<file path="src/rtl/rvfi_formal_pkg.sv">
// Shared types and helpers for the formal fetch-bus models.
// Holds the queued fetch entry layout and the tracked-halfword selector.
package rvfi_formal_pkg;

    localparam int XLEN_MAX       = 64;
    localparam int HALFWORD_BYTES = 2;
    localparam int DELAY_W        = 4;

    typedef struct packed {
        logic [XLEN_MAX-1:0] addr;
        logic [31:0]         rdata;
        logic                fault;
        logic [DELAY_W-1:0]  delay;
    } fetch_entry_t;

    function automatic logic [15:0] hw_select(
        input logic [XLEN_MAX-1:0] addr,
        input logic [XLEN_MAX-1:0] tracked_addr,
        input logic [15:0]         tracked_data,
        input logic [15:0]         fill
    );
        return (addr == tracked_addr) ? tracked_data : fill;
    endfunction

endpackage

</file>
<file path="src/rtl/rvfi_fetch_fifo.sv">
// In-order circular queue of fetch entries.
// Every occupied slot counts its delay down toward zero each cycle.
module rvfi_fetch_fifo
    import rvfi_formal_pkg::*;
#(
    parameter int DEPTH = 4,
    parameter int CW    = $clog2(DEPTH) + 1
) (
    input  logic         clk,
    input  logic         resetn,
    input  logic         push,
    input  fetch_entry_t push_entry,
    input  logic         pop,
    output logic [CW-1:0] count,
    output fetch_entry_t head
);

    localparam int PW = $clog2(DEPTH);

    fetch_entry_t    mem [DEPTH];
    logic [PW-1:0]   wr_ptr;
    logic [PW-1:0]   rd_ptr;
    logic [DEPTH-1:0] slot_valid;

    // Mark slots lying between the read pointer and read pointer + count.
    always_comb begin
        slot_valid = '0;
        for (int i = 0; i < DEPTH; i++) begin
            logic [PW-1:0] offset;
            offset        = PW'(i) - rd_ptr;
            slot_valid[i] = ({1'b0, offset} < count);
        end
    end

    assign head = mem[rd_ptr];

    // Queue storage, pointers, occupancy and per-slot delay countdown.
    always_ff @(posedge clk) begin
        if (!resetn) begin
            wr_ptr <= '0;
            rd_ptr <= '0;
            count  <= '0;
            for (int i = 0; i < DEPTH; i++) begin
                mem[i] <= '0;
            end
        end else begin
            for (int i = 0; i < DEPTH; i++) begin
                if (slot_valid[i] && (mem[i].delay != '0)) begin
                    mem[i].delay <= mem[i].delay - 1'b1;
                end
            end
            if (push) begin
                mem[wr_ptr] <= push_entry;
                wr_ptr      <= wr_ptr + 1'b1;
            end
            if (pop) begin
                rd_ptr <= rd_ptr + 1'b1;
            end
            case ({push, pop})
                2'b10:   count <= count + 1'b1;
                2'b01:   count <= count - 1'b1;
                default: count <= count;
            endcase
        end
    end

    a_no_push_full: assert property (
        @(posedge clk) disable iff (!resetn)
        !(push && (count == CW'(DEPTH)))
    );

endmodule

</file>
<file path="config.mk">
export PLATFORM = sky130hd
export DESIGN_NAME = rvfi_fetch_fifo
export DESIGN_NICKNAME = d
export VERILOG_FILES = /design/src/rtl/rvfi_formal_pkg.sv /design/src/rtl/rvfi_fetch_fifo.sv
export SDC_FILE = /design/constraint.sdc
export NUM_CORES = 1
export LEC_CHECK = 0
export ABC_AREA = 1
export BUFFER_PORTS_ARGS = -buffer_cell sky130_fd_sc_hd__buf_4
export CORE_MARGIN = 2
export CORE_UTILIZATION = 51
export CTS_CLUSTER_SIZE = 10
export DETAILED_ROUTE_END_ITERATION = 6
export PLACE_DENSITY = 0.81
export SETUP_SLACK_MARGIN = 0.4
export SLEW_MARGIN = 20
export SYNTH_ARGS = -nofsm -noshare
export SYNTH_HDL_FRONTEND = slang
export SYNTH_SLANG_ARGS = --single-unit
</file>
<file path="constraint.sdc">
create_clock -name clk -period 4.1 [get_ports clk]
set_input_delay 0.205 -clock clk [delete_from_list [all_inputs] [get_ports clk]]
set_output_delay 0.205 -clock clk [all_outputs]
set_load 0.01 [all_outputs]
</file>
# Word-level counts from Yosys, hierarchy flattened
# Memories as Yosys holds them, arrays and structs flattened. A register that Yosys moved wholly into a read port is not among the register bits.
# Cells that the tools add are included.
# word_totals
ff_bits	7
latch_bits	0
ram_bits	404
romBits	0
inputBits	105
output_inout_bits	104
wordCells	58
memories	1
# memory_table
name	depth	width	rd	rd_ports_with_merged_regs	write_ports	line	text
mem	4	101	5	1	5	rvfi_fetch_fifo.sv:20	fetch_entry_t mem [DEPTH];
# op_classes
add_sub_neg	12
multipliers	0
div_mod_pow	0
magnitude_cmp	4
eq_ne	2
shift	0
muxes	23
bitwise	4
n_reduce_logical	9
# ops
cell	count
1-bit 2-to-1 mux	16
4-bit 2-to-1 mux	4
4-bit nonzero test	4
4-bit by 1-bit subtractor with 4-bit output, second input constant	4
2-bit by 3-bit less-than comparator with 1-bit output	4
3-bit one-hot mux with 2 select lines	1
2-bit by 1-bit adder with 2-bit output, second input constant	2
1-bit logical AND	4
2-bit 2-to-1 mux	2
1-bit OR	4
1-bit by 2-bit subtractor with 2-bit output, first input constant	2
2-bit subtractor, first input constant	2
3-bit by 1-bit adder with 3-bit output, second input constant	1
3-bit by 1-bit subtractor with 3-bit output, second input constant	1
2-bit by 1-bit equality test with 1-bit output, second input constant	1
2-bit equality test, second input constant	1
2-bit nonzero test	1

# Logic depth before layout (Yosys ltp)
# Gate-level depths: netlist of the first run.
# logic_depth
depth_word	7
mapped_depth	10
mapped_depth_nobuf	10

# Least setup slack after synthesis of the first run
# OpenSTA, ideal clock, no wires.
# synth_path
path_kind	register to register
from	register wr_ptr[0]
to	memory mem[2][100] (netlist bit) (enable)
setup_ns	0.459
arrival_time_ns	3.141
t_required_ns	3.641
path_slack_ns	0.500
path_stages_with_launch	9
path_buffers	2
path_cell_list	dfxtp_1 > inv_1 > ha_1 > inv_1 > nor2_4 > inv_2 > buf_6 > buf_6 > nand2_1
# synth_rtl
element	line	text
start: declaration	rvfi_fetch_fifo.sv:21	logic [PW-1:0] wr_ptr;
start signal: assignment	rvfi_fetch_fifo.sv:54	wr_ptr <= wr_ptr + 1'b1;
end: declaration	rvfi_fetch_fifo.sv:20	

==> impl_table.tex, run 1 <==
\begin{tabular}{lr}
\hline
Metric & Value \\
\hline
\multicolumn{2}{l}{\textbf{Yosys}} \\
Count of unique library cells instantiated by Yosys & 24 \\
Nets in the synthesized netlist & 1825 \\
Share of the synthesized area in the top cell type & 0.668 \\
Share of async-settable or async-resettable flops after synthesis & 0 \\
Most frequent cells after synthesis & 603 x sky130\_fd\_sc\_hd\_\_nor2\_1, 404 x sky130\_fd\_sc\_hd\_\_edfxtp\_1, 204 x sky130\_fd\_sc\_hd\_\_o21ai\_0 \\
Post-synthesis instance area & 18200 sq um \\
Seq cells post-synth & 413 \\
Cells after Synth & 1702 \\
Number of warning messages in the yosys log & 0 \\
Most common cell in the netlist & sky130\_fd\_sc\_hd\_\_nor2\_1 \\
Number of enable-type register cells in the synthesized netlist & 404 \\
Most area-hungry cell type in the Yosys netlist & sky130\_fd\_sc\_hd\_\_edfxtp\_1 \\
Most used flip-flop cell after synthesis & sky130\_fd\_sc\_hd\_\_edfxtp\_1 \\
Top area cells in the synthesized netlist & sky130\_fd\_sc\_hd\_\_edfxtp\_1 67\%, sky130\_fd\_sc\_hd\_\_nor2\_1 12\%, sky130\_fd\_sc\_hd\_\_o21ai\_0 5.6\% \\
Mean cell area of the mapped netlist & 10.7 sq um \\
Post-synthesis sequential area ratio & 0.678 \\
\multicolumn{2}{l}{\textbf{Timing}} \\
Post-route setup slack & 1.18 ns \\
Maximum operating frequency & 342 MHz \\
\# setup viols final & 0 \\
Hold Fails Final Rpt & 0 \\
Min Tclk post-route & 2.92 ns \\
Period utilization & 0.713 \\
Unrepaired setup endpoints after global routing & false \\
Setup Total Neg Slack & 0 ns \\
Worst hold slack & 0.0195 ns \\
Number of pins exceeding their max-slew limit in the final report & 0 \\
Max Clock Skew & 0.0217 ns \\
Slew at the pin closest to its max-slew limit & 1.10 ns \\
Headroom to the max-slew limit & 0.265 \\
\multicolumn{2}{l}{\textbf{Layout}} \\
Area used by multi-input combinational logic & 4730 sq um \\
Area delta synth->final & 16.7\% \\
Antenna diode count & 0 \\
Proportion of layout cells with a drive suffix above 1 & 0.155 \\
Post-layout net count & 1995 \\
Reg area & 12300 sq um \\
Post-layout util & 0.600 \\
Count of fill cells added during filler insertion & 2770 \\
\multicolumn{2}{l}{\textbf{CTS}} \\
Clock root buffer & sky130\_fd\_sc\_hd\_\_clkbuf\_16 \\
Number of clock buffers inserted by TritonCTS & 47 \\
Deepest level of the CTS H-tree & 2 \\
CTS Sinks & 413 \\
Worst-case clock buffer depth & 3 \\
Clk Latency, worst-skew pair & 0.53 ns \\
Clk slew on worst S/H paths & 0.06 ns \\
Clock tree from TritonCTS & done \\
\multicolumn{2}{l}{\textbf{Drt}} \\
Residual DRC & 0 \\
DRT iter0 DRCs & 1215 \\
Vias after detailed routing & 13100 \\
Vias per Instance & 5.58 \\
Routed wire length per instance & 19.0 um \\
Total Wirelength & 44600 um \\
Detailed-routing iteration count for the pre-antenna-repair pass & 5 \\
Post-route ant nets & 0 \\
\multicolumn{2}{l}{\textbf{Global routing}} \\
Overall global routing resource usage & 0.237 \\
Initial antenna violation count & 0 \\
Overflow left after global routing & 0 \\
Wire length of the first global-routing pass & 68100 um \\
Largest net degree at the start of global routing & 161 \\
Number of global-route vias before repair & 13100 \\
\multicolumn{2}{l}{\textbf{Pwr}} \\
Part of the total power dissipated in the clock network & 0.359 \\
Power Density & 476 nW/um\^{}2 \\
Sequential fraction of design power & 0.501 \\
Switching power share of the total & 0.246 \\
Leakage power & 8.85 nW \\
NetSw & 0.00248 W \\
Internal Pwr Total & 0.00760 W \\
Peak VDD IR & 344 uV \\
Combinational power share & 0.141 \\
\multicolumn{2}{l}{\textbf{Worst setup path}} \\
Arrival time worst endpoint & 2.72 ns \\
Sort of element at the end of the critical path & output pin \\
Kind of start point of the critical path & flop \\
Worst Path Required & 3.89 ns \\
Highest net fanout along the worst path & 60 \\
Type of the setup path with the least slack & flop to output pin \\
Depth of the worst register-to-register path & 7 \\
\multicolumn{2}{l}{\textbf{Die}} \\
Total Die Area & 37200 sq um \\
Number of placement rows & 69 \\
Die height & 193 um \\
Initial Util & 0.515 \\
Number of ports placed on the die boundary & 209 \\
Core area & 35300 sq um \\
Die Span X & 193 um \\
\multicolumn{2}{l}{\textbf{Placed design}} \\
DPL Wire Length & 25600 um \\
Placer's final routability congestion estimate & 0.894 \\
Port Buffers & 208 \\
Setup slack after placement & 1.44 ns \\
\multicolumn{2}{l}{\textbf{Worst hold path}} \\
Number of cells traversed by the worst hold path & 3 \\
Type of the worst min-delay path & input pin to flop \\
\multicolumn{2}{l}{\textbf{Flow run}} \\
Max-Cap Viols & 0 \\
\multicolumn{2}{l}{\textbf{Status}} \\
Result of the run & finished clean \\
\hline
\end{tabular}
-- metrics by stage --
stage               std cells  total power (W)  instance area (sq um)
global route             2348           0.0104                  21200
floorplan                1702          0.00592                  18200
detailed placement       2279          0.00654                  19900
global placement         2279          0.00649                  19900
finish                   2348           0.0101                  21200
CTS                      2348           0.0101                  21200
-- power by group through the flow --
stage	clock network (W)	registers [W]	logic [W]
after floorplan	0	0.00511	0.000808
after global placement	0	0.00511	0.00138
after detailed placement	0	0.00513	0.00141
after CTS	0.00365	0.00505	0.00142
after global routing	0.00380	0.00507	0.00156
final	0.00362	0.00505	0.00142
-- timing repair --
| action | CTS | global route |
|---|---|---|
| hold endpoints to repair | 6 | 0 |
| buffers inserted | 0 | 0 |
| resized for setup | 0 | 0 |
| endpoints found under the setup margin | 0 | 0 |
| hold buffers | 5 | 0 |
-- cells by family after synthesis --
logic type / count (synthesis) / share of synthesized area
xor gates and xnor gates: 5 / 0.00241
adders and majority gates: 18 / 0.0128
AOI/OAI and AO/OA: 330 / 0.0976
buffers and inverters: 244 / 0.0634
DFF: 413 / 0.678
and+or+nand+nor: 692 / 0.146
-- worst paths after layout --
path,from,endpoint,slack [ns]
setup / recovery,flop,head[18],1.18
hold / removal,push_entry[27],mem[2][27],0.02
setup reg to reg,wr_ptr[0],mem[2][23],1.46
hold reg to reg,wr_ptr[1],wr_ptr[1],0.54
-- state kept, by name (all words and copies together) (netlist names), named ones only --
| signal | flops |
|---|---|
| wr_ptr | 2 |
| rd_ptr | 2 |
| mem | 404 |
| count | 3 |
-- routing by layer --
metal	vias to the layer above	GRT usage	wire, um
met3	108	0.0304	3050
li1	6105	-	-
met5	-	0	0
met4	0	0.113	1810
met2	591	0.394	21900
met1	6301	0.308	17800
-- cell usage in the layout, fill, tap and decap left out, types with 4 or more instances in the layout --
master / count
sky130_fd_sc_hd__ha_1: 17
sky130_fd_sc_hd__nand2_1: 60
sky130_fd_sc_hd__nor2_1: 603
sky130_fd_sc_hd__dfxtp_1: 7
sky130_fd_sc_hd__clkbuf_1: 14
sky130_fd_sc_hd__o21ai_0: 204
sky130_fd_sc_hd__o21ai_1: 10
sky130_fd_sc_hd__edfxtp_1: 404
sky130_fd_sc_hd__nand2_4: 4
sky130_fd_sc_hd__buf_4: 223
sky130_fd_sc_hd__a21oi_1: 18
sky130_fd_sc_hd__inv_4: 4
sky130_fd_sc_hd__nand3_1: 18
sky130_fd_sc_hd__xor2_1: 5
sky130_fd_sc_hd__dlygate4sd3_1: 5
sky130_fd_sc_hd__inv_1: 127
sky130_fd_sc_hd__o22ai_1: 98
sky130_fd_sc_hd__clkbuf_16: 49
-- area by class of cell --
cell class                 instances  area share
multi-input combinational       1045       0.223
sequential                       413       0.581
clock inverter                     1    0.000177
tap                              461      0.0272
clock buffer                      63      0.0603
inverter                         135      0.0248
timing repair buffer             230      0.0832
-- critical path: stages (launching register included) --
cell,delay [ns]
sky130_fd_sc_hd__dfxtp_4,0.34
sky130_fd_sc_hd__clkinv_2,0.42
sky130_fd_sc_hd__buf_4,0.64
sky130_fd_sc_hd__o21ai_0,0.19
sky130_fd_sc_hd__o22ai_1,0.34
sky130_fd_sc_hd__buf_4,0.20
Note: power is estimated with default switching activity, not from simulation.
==> inputs of run 2 (changes only) <==
clock period = 2.7 ns   (was 4.1 ns; I/O delays follow)
==> run 2 against run 1 <==
Power increased by 53%. Clock skew decreased by 0.011 ns. Critical endpoint is now head[12]. First-iteration DRC count is 18% higher. Largest cell class unchanged. Register-to-register slack lost 0.74 ns. Sequential power increased by 52%. Wire length is 8.3% higher. Flip-flop and latch count unchanged. Clock-buffer cell count fell by 7.
==> impl_table.tex, run 2 (synthesized netlist as in run 1, its figures left out) <==
\begin{tabular}{lr}
\hline
Metric & Value \\
\hline
\multicolumn{2}{l}{\textbf{Pwr}} \\
Sequential fraction of design power & 0.497 (was 0.501) \\
Switching power share of the total & 0.252 (was 0.246) \\
Part of the total power dissipated in the clock network & 0.349 (was 0.359) \\
Leakage power & 9.38 nW (was 8.85 nW) \\
Combinational power share & 0.154 (was 0.141) \\
Internal Pwr Total & 0.0116 W (was 0.00760 W) \\
Power Density & 686 nW/um\^{}2 (was 476 nW/um\^{}2) \\
Peak VDD IR & 458 uV (was 344 uV) \\
NetSw & 0.00389 W (was 0.00248 W) \\
\multicolumn{2}{l}{\textbf{Layout}} \\
Top reg by flops & mem (unchanged) \\
Area delta synth->final & 23.8\% (was 16.7\%) \\
Post-layout net count & 2108 (was 1995) \\
Reg area & 12300 sq um (about the same) \\
Antenna diode count & 0 (unchanged) \\
Non-Filler Instances & 2455 (was 2348) \\
Post-route cell area & 22500 sq um (was 21200 sq um) \\
Area used by multi-input combinational logic & 4770 sq um (was 4730 sq um) \\
Commonest cells after routing, fill and taps aside & 603 x sky130\_fd\_sc\_hd\_\_nor2\_1, 404 x sky130\_fd\_sc\_hd\_\_edfxtp\_1, 221 x sky130\_fd\_sc\_hd\_\_buf\_4 (was 603 x sky130\_fd\_sc\_hd\_\_nor2\_1, 404 x sky130\_fd\_sc\_hd\_\_edfxtp\_1, 223 x sky130\_fd\_sc\_hd\_\_buf\_4) \\
Proportion of layout cells with a drive suffix above 1 & 0.157 (was 0.155) \\
Count of fill cells added during filler insertion & 2572 (was 2770) \\
Most common cell after layout, fill and taps aside & sky130\_fd\_sc\_hd\_\_nor2\_1 (unchanged) \\
Regs by FF count & mem x404, count x3 (unchanged) \\
Flip-flop count of the largest register, all copies and words added & 404 (unchanged) \\
\multicolumn{2}{l}{\textbf{Timing}} \\
Unrepaired setup endpoints after global routing & true (was false) \\
Hold Fails Final Rpt & 0 (unchanged) \\
Slew at the pin closest to its max-slew limit & 0.691 ns (was 1.10 ns) \\
Min Tclk post-route & 2.24 ns \\
Max Clock Skew & 0.0104 ns (was 0.0217 ns) \\
\# setup viols final & 0 (unchanged) \\
Period utilization & 0.830 \\
Headroom to the max-slew limit & 0.539 (was 0.265) \\
Maximum operating frequency & 446 MHz \\
Setup Total Neg Slack & 0 ns (unchanged) \\
Number of pins exceeding their max-slew limit in the final report & 0 (unchanged) \\
\multicolumn{2}{l}{\textbf{Drt}} \\
Vias per Instance & 5.63 (was 5.58) \\
Routed wire length per instance & 19.7 um (was 19.0 um) \\
Detailed-routing iteration count for the pre-antenna-repair pass & 5 (unchanged) \\
Post-route ant nets & 0 (unchanged) \\
DRT iter0 DRCs & 1436 (was 1215) \\
Vias after detailed routing & 13800 (was 13100) \\
Residual DRC & 0 (unchanged) \\
Total Wirelength & 48200 um (was 44600 um) \\
\multicolumn{2}{l}{\textbf{Placed design}} \\
Total placed cells including tap cells & 2290 (was 2279) \\
Port Buffers & 208 (unchanged) \\
Placer's final routability congestion estimate & 0.864 (was 0.894) \\
DPL Wire Length & 26200 um (was 25600 um) \\
Instance area after placement & 20100 sq um (was 19900 sq um) \\
\multicolumn{2}{l}{\textbf{Die}} \\
Initial Util & 0.515 (unchanged) \\
Die Span X & 193 um (unchanged) \\
Number of ports placed on the die boundary & 209 (unchanged) \\
Total Die Area & 37200 sq um (unchanged) \\
Die height & 193 um (unchanged) \\
Number of placement rows & 69 (unchanged) \\
Core area & 35300 sq um (unchanged) \\
\multicolumn{2}{l}{\textbf{Worst setup path}} \\
Arrival time worst endpoint & 2.11 ns (was 2.72 ns) \\
Worst Path Required & 2.57 ns (was 3.89 ns) \\
Sort of element at the end of the critical path & output pin (unchanged) \\
Crit-path max cell delay & 0.50 ns (was 0.64 ns) \\
Kind of start point of the critical path & flop (unchanged) \\
Type of the setup path with the least slack & flop to output pin (unchanged) \\
Highest net fanout along the worst path & 50 (was 60) \\
Register-to-register setup slack & 0.72 ns (was 1.46 ns) \\
Worst path slowest cell & sky130\_fd\_sc\_hd\_\_dfxtp\_4 (was sky130\_fd\_sc\_hd\_\_buf\_4) \\
Cells traversed along the worst timing path & buf\_16 -> o21ai\_0 -> o22ai\_1 -> buf\_4 (was clkinv\_2 -> buf\_4 -> o21ai\_0 -> o22ai\_1 -> buf\_4) \\
\multicolumn{2}{l}{\textbf{Global routing}} \\
Initial antenna violation count & 0 (unchanged) \\
Largest net degree at the start of global routing & 101 (was 161) \\
Wire length of the first global-routing pass & 72000 um (was 68100 um) \\
Overflow left after global routing & 0 (unchanged) \\
Overall global routing resource usage & 0.253 (was 0.237) \\
Number of global-route vias before repair & 13500 (was 13100) \\
\multicolumn{2}{l}{\textbf{CTS}} \\
Worst-case clock buffer depth & 3 (unchanged) \\
Post-CTS Repair Setup Buffers & 0 (unchanged) \\
Deepest level of the CTS H-tree & 2 (unchanged) \\
CTS Sinks & 413 (unchanged) \\
Clk slew on worst S/H paths & 0.05 ns (was 0.06 ns) \\
Clk Latency, worst-skew pair & 0.54 ns (was 0.53 ns) \\
Clock root buffer & sky130\_fd\_sc\_hd\_\_clkbuf\_16 (unchanged) \\
Clock tree from TritonCTS & done (unchanged) \\
Number of clock buffers inserted by TritonCTS & 47 (unchanged) \\
\multicolumn{2}{l}{\textbf{Worst hold path}} \\
Type of the worst min-delay path & input pin to flop (unchanged) \\
\multicolumn{2}{l}{\textbf{Flow run}} \\
Max-Cap Viols & 0 (unchanged) \\
\multicolumn{2}{l}{\textbf{Status}} \\
Result of the run & finished clean (unchanged) \\
\hline
\end{tabular}
[run 2: cell types whose count changed in the layout (fill, tap and decap cells not counted), sizes merged]
| cell | change |
|---|---|
| buf | +12 |
| dlygate4sd3 | +100 |
| clkinvlp | +2 |
| clkbuf | -6 |
| inv | -1 |
[run 2: worst paths after layout]
check | startpoint | to | cells past startpoint
max | flop | head[12] | 4
min | pop | flop | 4
max reg2reg | wr_ptr[0] | mem[2][24] | 7
min reg2reg | wr_ptr[0] | wr_ptr[0] | 2
[run 2: final cells by class]
class / count / area share
inverter: 135 / 0.0239
clock inverter: 2 / 0.000779
multi-input combinational: 1045 / 0.212
sequential: 413 / 0.548
tap: 461 / 0.0256
timing repair buffer: 343 / 0.136
clock buffer: 56 / 0.0538
[run 2: critical path: cells and delay by family (launching register included)]
family / cells / cell delay, ns
AO/OA/AOI/OAI: 2 / 0.55
flip-flops: 1 / 0.50
buffers and inverters: 2 / 0.49
[run 2: repair_timing]
item	CTS	global route
hold buffers	105	0
gates resized for setup	2	6
pin swaps	0	0
cloned	1	1
hold endpoints to repair	387	0
endpoints found under the setup margin	70	42
[run 2: power groups by stage]
stage / registers, W / logic, W / clock network [W]
finish: 0.00767 / 0.00238 / 0.00539
floorplan: 0.00775 / 0.00124 / 0
global placement: 0.00777 / 0.00215 / 0
CTS: 0.00766 / 0.00236 / 0.00540
global route: 0.00771 / 0.00259 / 0.00567
detailed placement: 0.00779 / 0.00220 / 0
[run 2: per-layer routing]
metal	part of all wire	wire, um	GRT usage
met2	0.49	23800	0.421
met3	0.087	4220	0.0431
met5	0	0	0
met4	0.046	2200	0.124
met1	0.37	18100	0.322
[run 2: per-stage QoR]
stage | hold WS, ns | total power, W | worst slack [ns] | utilization
2_1_floorplan | 0.266 | 0.00899 | 0.119 | -
3_3_place_gp | 0.411 | 0.00991 | 0.771 | 0.570
3_5_place_dp | 0.408 | 0.00999 | 0.725 | 0.570
4_1_cts | 0.422 | 0.0154 | 0.392 | 0.636
5_1_grt | 0.446 | 0.0160 | 0.384 | 0.637
6_report | 0.431 | 0.0154 | 0.458 | 0.637
==> inputs of run 3 (changes only) <==
clock period = 2.15 ns   (was 2.7 ns; I/O delays follow)
==> run 3 against run 2 <==
The run now ends with DRC left. Wire length is 24% higher. Utilization is 5.8 points higher. Register-to-register slack worse by 0.30 ns. Setup slack worse by 0.38 ns. First-iteration DRC count is 56% higher. Power is 33% higher. Largest cell class unchanged.
==> impl_table.tex, run 3 (synthesized netlist as in run 1, its figures left out) <==
\begin{tabular}{lr}
\hline
Metric & Value \\
\hline
\multicolumn{2}{l}{\textbf{Worst hold path}} \\
Worst Hold Launch & push\_entry[0] (was pop) \\
Type of the worst min-delay path & input pin to flop (unchanged) \\
Number of cells traversed by the worst hold path & 4 (unchanged) \\
WHS Endpoint & mem[0][0] \\
\multicolumn{2}{l}{\textbf{CTS}} \\
Deepest level of the CTS H-tree & 2 (unchanged) \\
Number of clock buffers inserted by TritonCTS & 47 (unchanged) \\
CTS Sinks & 413 (unchanged) \\
Clock tree from TritonCTS & done (unchanged) \\
Worst-case clock buffer depth & 3 (unchanged) \\
Clk Latency, worst-skew pair & 0.56 ns (was 0.54 ns) \\
Clk slew on worst S/H paths & 0.06 ns (was 0.05 ns) \\
Clock root buffer & sky130\_fd\_sc\_hd\_\_clkbuf\_16 (unchanged) \\
\multicolumn{2}{l}{\textbf{Worst setup path}} \\
Register-to-register setup slack & 0.42 ns (was 0.72 ns) \\
CP delay by family, top & buffers and inverters (was compound AO/OA/AOI/OAI gates) \\
RR Startpoint & wr\_ptr[1] (was wr\_ptr[0]) \\
Crit-path max cell delay & 0.37 ns (was 0.50 ns) \\
Endpoint of the worst-slack reg-to-reg timing path & mem[1][37] (was mem[2][24]) \\
Worst path most repeated cell & sky130\_fd\_sc\_hd\_\_buf\_4 \\
Type of the setup path with the least slack & flop to output pin (unchanged) \\
Sort of element at the end of the critical path & output pin (unchanged) \\
Depth of the worst register-to-register path & 7 (unchanged) \\
Worst path slowest cell & sky130\_fd\_sc\_hd\_\_dfxtp\_4 (unchanged) \\
Worst Path Required & 2.04 ns (was 2.57 ns) \\
Kind of start point of the critical path & flop (unchanged) \\
Buffers and inverters on the worst path & 4 (was 2) \\
Highest net fanout along the worst path & 10 (was 50) \\
Cells traversed along the worst timing path & buf\_12 -> inv\_8 -> buf\_4 -> o21ai\_0 -> o22ai\_1 -> buf\_4 (was buf\_16 -> o21ai\_0 -> o22ai\_1 -> buf\_4) \\
Arrival time worst endpoint & 1.96 ns (was 2.11 ns) \\
\multicolumn{2}{l}{\textbf{Layout}} \\
Regs by FF count & mem x404, count x3 (unchanged) \\
Top reg by flops & mem (unchanged) \\
Post-route cell area & 24500 sq um (was 22500 sq um) \\
Area delta synth->final & 35.1\% (was 23.8\%) \\
Post-layout net count & 2176 (was 2108) \\
Commonest cells after routing, fill and taps aside & 581 x sky130\_fd\_sc\_hd\_\_nor2\_1, 404 x sky130\_fd\_sc\_hd\_\_edfxtp\_1, 223 x sky130\_fd\_sc\_hd\_\_buf\_4 (was 603 x sky130\_fd\_sc\_hd\_\_nor2\_1, 404 x sky130\_fd\_sc\_hd\_\_edfxtp\_1, 221 x sky130\_fd\_sc\_hd\_\_buf\_4) \\
Area used by multi-input combinational logic & 5470 sq um (was 4770 sq um) \\
Reg area & 12300 sq um (about the same) \\
Flip-flop count of the largest register, all copies and words added & 404 (unchanged) \\
Proportion of layout cells with a drive suffix above 1 & 0.249 (was 0.157) \\
Most common cell after layout, fill and taps aside & sky130\_fd\_sc\_hd\_\_nor2\_1 (unchanged) \\
Count of fill cells added during filler insertion & 2255 (was 2572) \\
\multicolumn{2}{l}{\textbf{Pwr}} \\
Power Density & 834 nW/um\^{}2 (was 686 nW/um\^{}2) \\
Leakage power & 10.2 nW (was 9.38 nW) \\
Total design power & 0.0205 W (was 0.0154 W) \\
Peak VDD IR & 562 uV (was 458 uV) \\
\multicolumn{2}{l}{\textbf{Timing}} \\
\# setup viols final & 0 (unchanged) \\
Max Clock Skew & 0.0127 ns (was 0.0104 ns) \\
Number of pins exceeding their max-slew limit in the final report & 0 (unchanged) \\
Maximum operating frequency & 483 MHz \\
Min Tclk post-route & 2.07 ns \\
Hold Fails Final Rpt & 0 (unchanged) \\
Slew at the pin closest to its max-slew limit & 0.494 ns (was 0.691 ns) \\
Unrepaired setup endpoints after global routing & true (unchanged) \\
Headroom to the max-slew limit & 0.670 (was 0.539) \\
Setup Total Neg Slack & 0 ns (unchanged) \\
Period utilization & 0.963 \\
\multicolumn{2}{l}{\textbf{Drt}} \\
Vias per Instance & 5.97 (was 5.63) \\
Residual DRC & 1 (was 0) \\
Routed wire length per instance & 23.7 um (was 19.7 um) \\
DRT iter0 DRCs & 2244 (was 1436) \\
Total Wirelength & 59900 um (was 48200 um) \\
Detailed-routing iteration count for the pre-antenna-repair pass & 7 (was 5) \\
Post-route ant nets & 0 (unchanged) \\
Vias after detailed routing & 15100 (was 13800) \\
\multicolumn{2}{l}{\textbf{Die}} \\
Number of placement rows & 69 (unchanged) \\
Die Span X & 193 um (unchanged) \\
Initial Util & 0.515 (unchanged) \\
Number of ports placed on the die boundary & 209 (unchanged) \\
Total Die Area & 37200 sq um (unchanged) \\
Core area & 35300 sq um (unchanged) \\
Die height & 193 um (unchanged) \\
\multicolumn{2}{l}{\textbf{Status}} \\
Result of the run & finished, violations left (was finished clean) \\
Violated checks & DRC \\
\multicolumn{2}{l}{\textbf{Flow run}} \\
Max-Cap Viols & 0 (unchanged) \\
\multicolumn{2}{l}{\textbf{Placed design}} \\
Instance area after placement & 20400 sq um (was 20100 sq um) \\
Port Buffers & 208 (unchanged) \\
Placer's final routability congestion estimate & 0.841 (was 0.864) \\
DPL Wire Length & 27400 um (was 26200 um) \\
\multicolumn{2}{l}{\textbf{Global routing}} \\
Wire length of the first global-routing pass & 78600 um (was 72000 um) \\
Initial antenna violation count & 3 (was 0) \\
Largest net degree at the start of global routing & 85 (was 101) \\
Overflow left after global routing & 0 (unchanged) \\
Overall global routing resource usage & 0.281 (was 0.253) \\
Number of global-route vias before repair & 14400 (was 13500) \\
\hline
\end{tabular}
[run 3: final cells by class]
type / instances / share of cell area
Inverter: 135 / 0.0224
Timing Repair Buffer: 403 / 0.175
Antenna cell: 1 / 0.000102
Clock inverter: 6 / 0.00158
Sequential cell: 413 / 0.502
Tap cell: 461 / 0.0235
Clock buffer: 55 / 0.0491
Timing Repair inverter: 6 / 0.00382
Multi-Input combinational cell: 1047 / 0.223
[run 3: stage by stage]
stage	util	hold WS, ns	setup WS, ns	cells
3_5_place_dp	0.576	0.387	0.298	2301
6_report	0.695	0.430	0.0806	2527
5_1_grt	0.695	0.443	0.0500	2527
4_1_cts	0.661	0.406	0.168	2490
3_3_place_gp	0.576	0.379	0.413	2301
2_1_floorplan	-	0.238	-0.431	1702
[run 3: timing repair]
action,4_1_cts,5_1_grt
hold buffers,105,0
pin swaps,19,39
gates resized for setup,89,229
endpoints found under the setup margin,314,404
endpoints found under the hold margin,413,0
cloned,15,23
setup buffers,8,13
[run 3: where the power goes]
group,switching (W),leakage [nW],internal [W]
clock network,0.00305,0.609,0.00391
logic,0.00222,5.32,0.00160
registers,0.000253,4.30,0.00943
total,0.00552,10.2,0.0149
[run 3: metal layers]
metal	global-route usage	wire length [um]	share of wire
met1	0.350	20500	0.34
met2	0.480	29500	0.49
met3	0.0398	6630	0.11
met4	0.145	3310	0.055
met5	0	10	0.00017
[run 3: worst min-delay path: stages]
cell and delay [ns]:
sky130_fd_sc_hd__dlygate4sd3_1 0.52, sky130_fd_sc_hd__buf_4 0.14, sky130_fd_sc_hd__nand2_1 0.06, sky130_fd_sc_hd__nand2_1 0.05
[run 3: how the worst max path moves through the flow]
stage	slack, ns	startpoint	depth (start not counted)	to
finish	0.08	flop	6	head[15]
global route	0.05	flop	6	head[15]
CTS	0.17	flop	7	head[69]
detailed placement	0.30	rd_ptr[0]	5	mem[0][0]
global placement	0.41	rd_ptr[0]	5	mem[0][2]
floorplan	-0.43	wr_ptr[0]	4	mem[0][100]
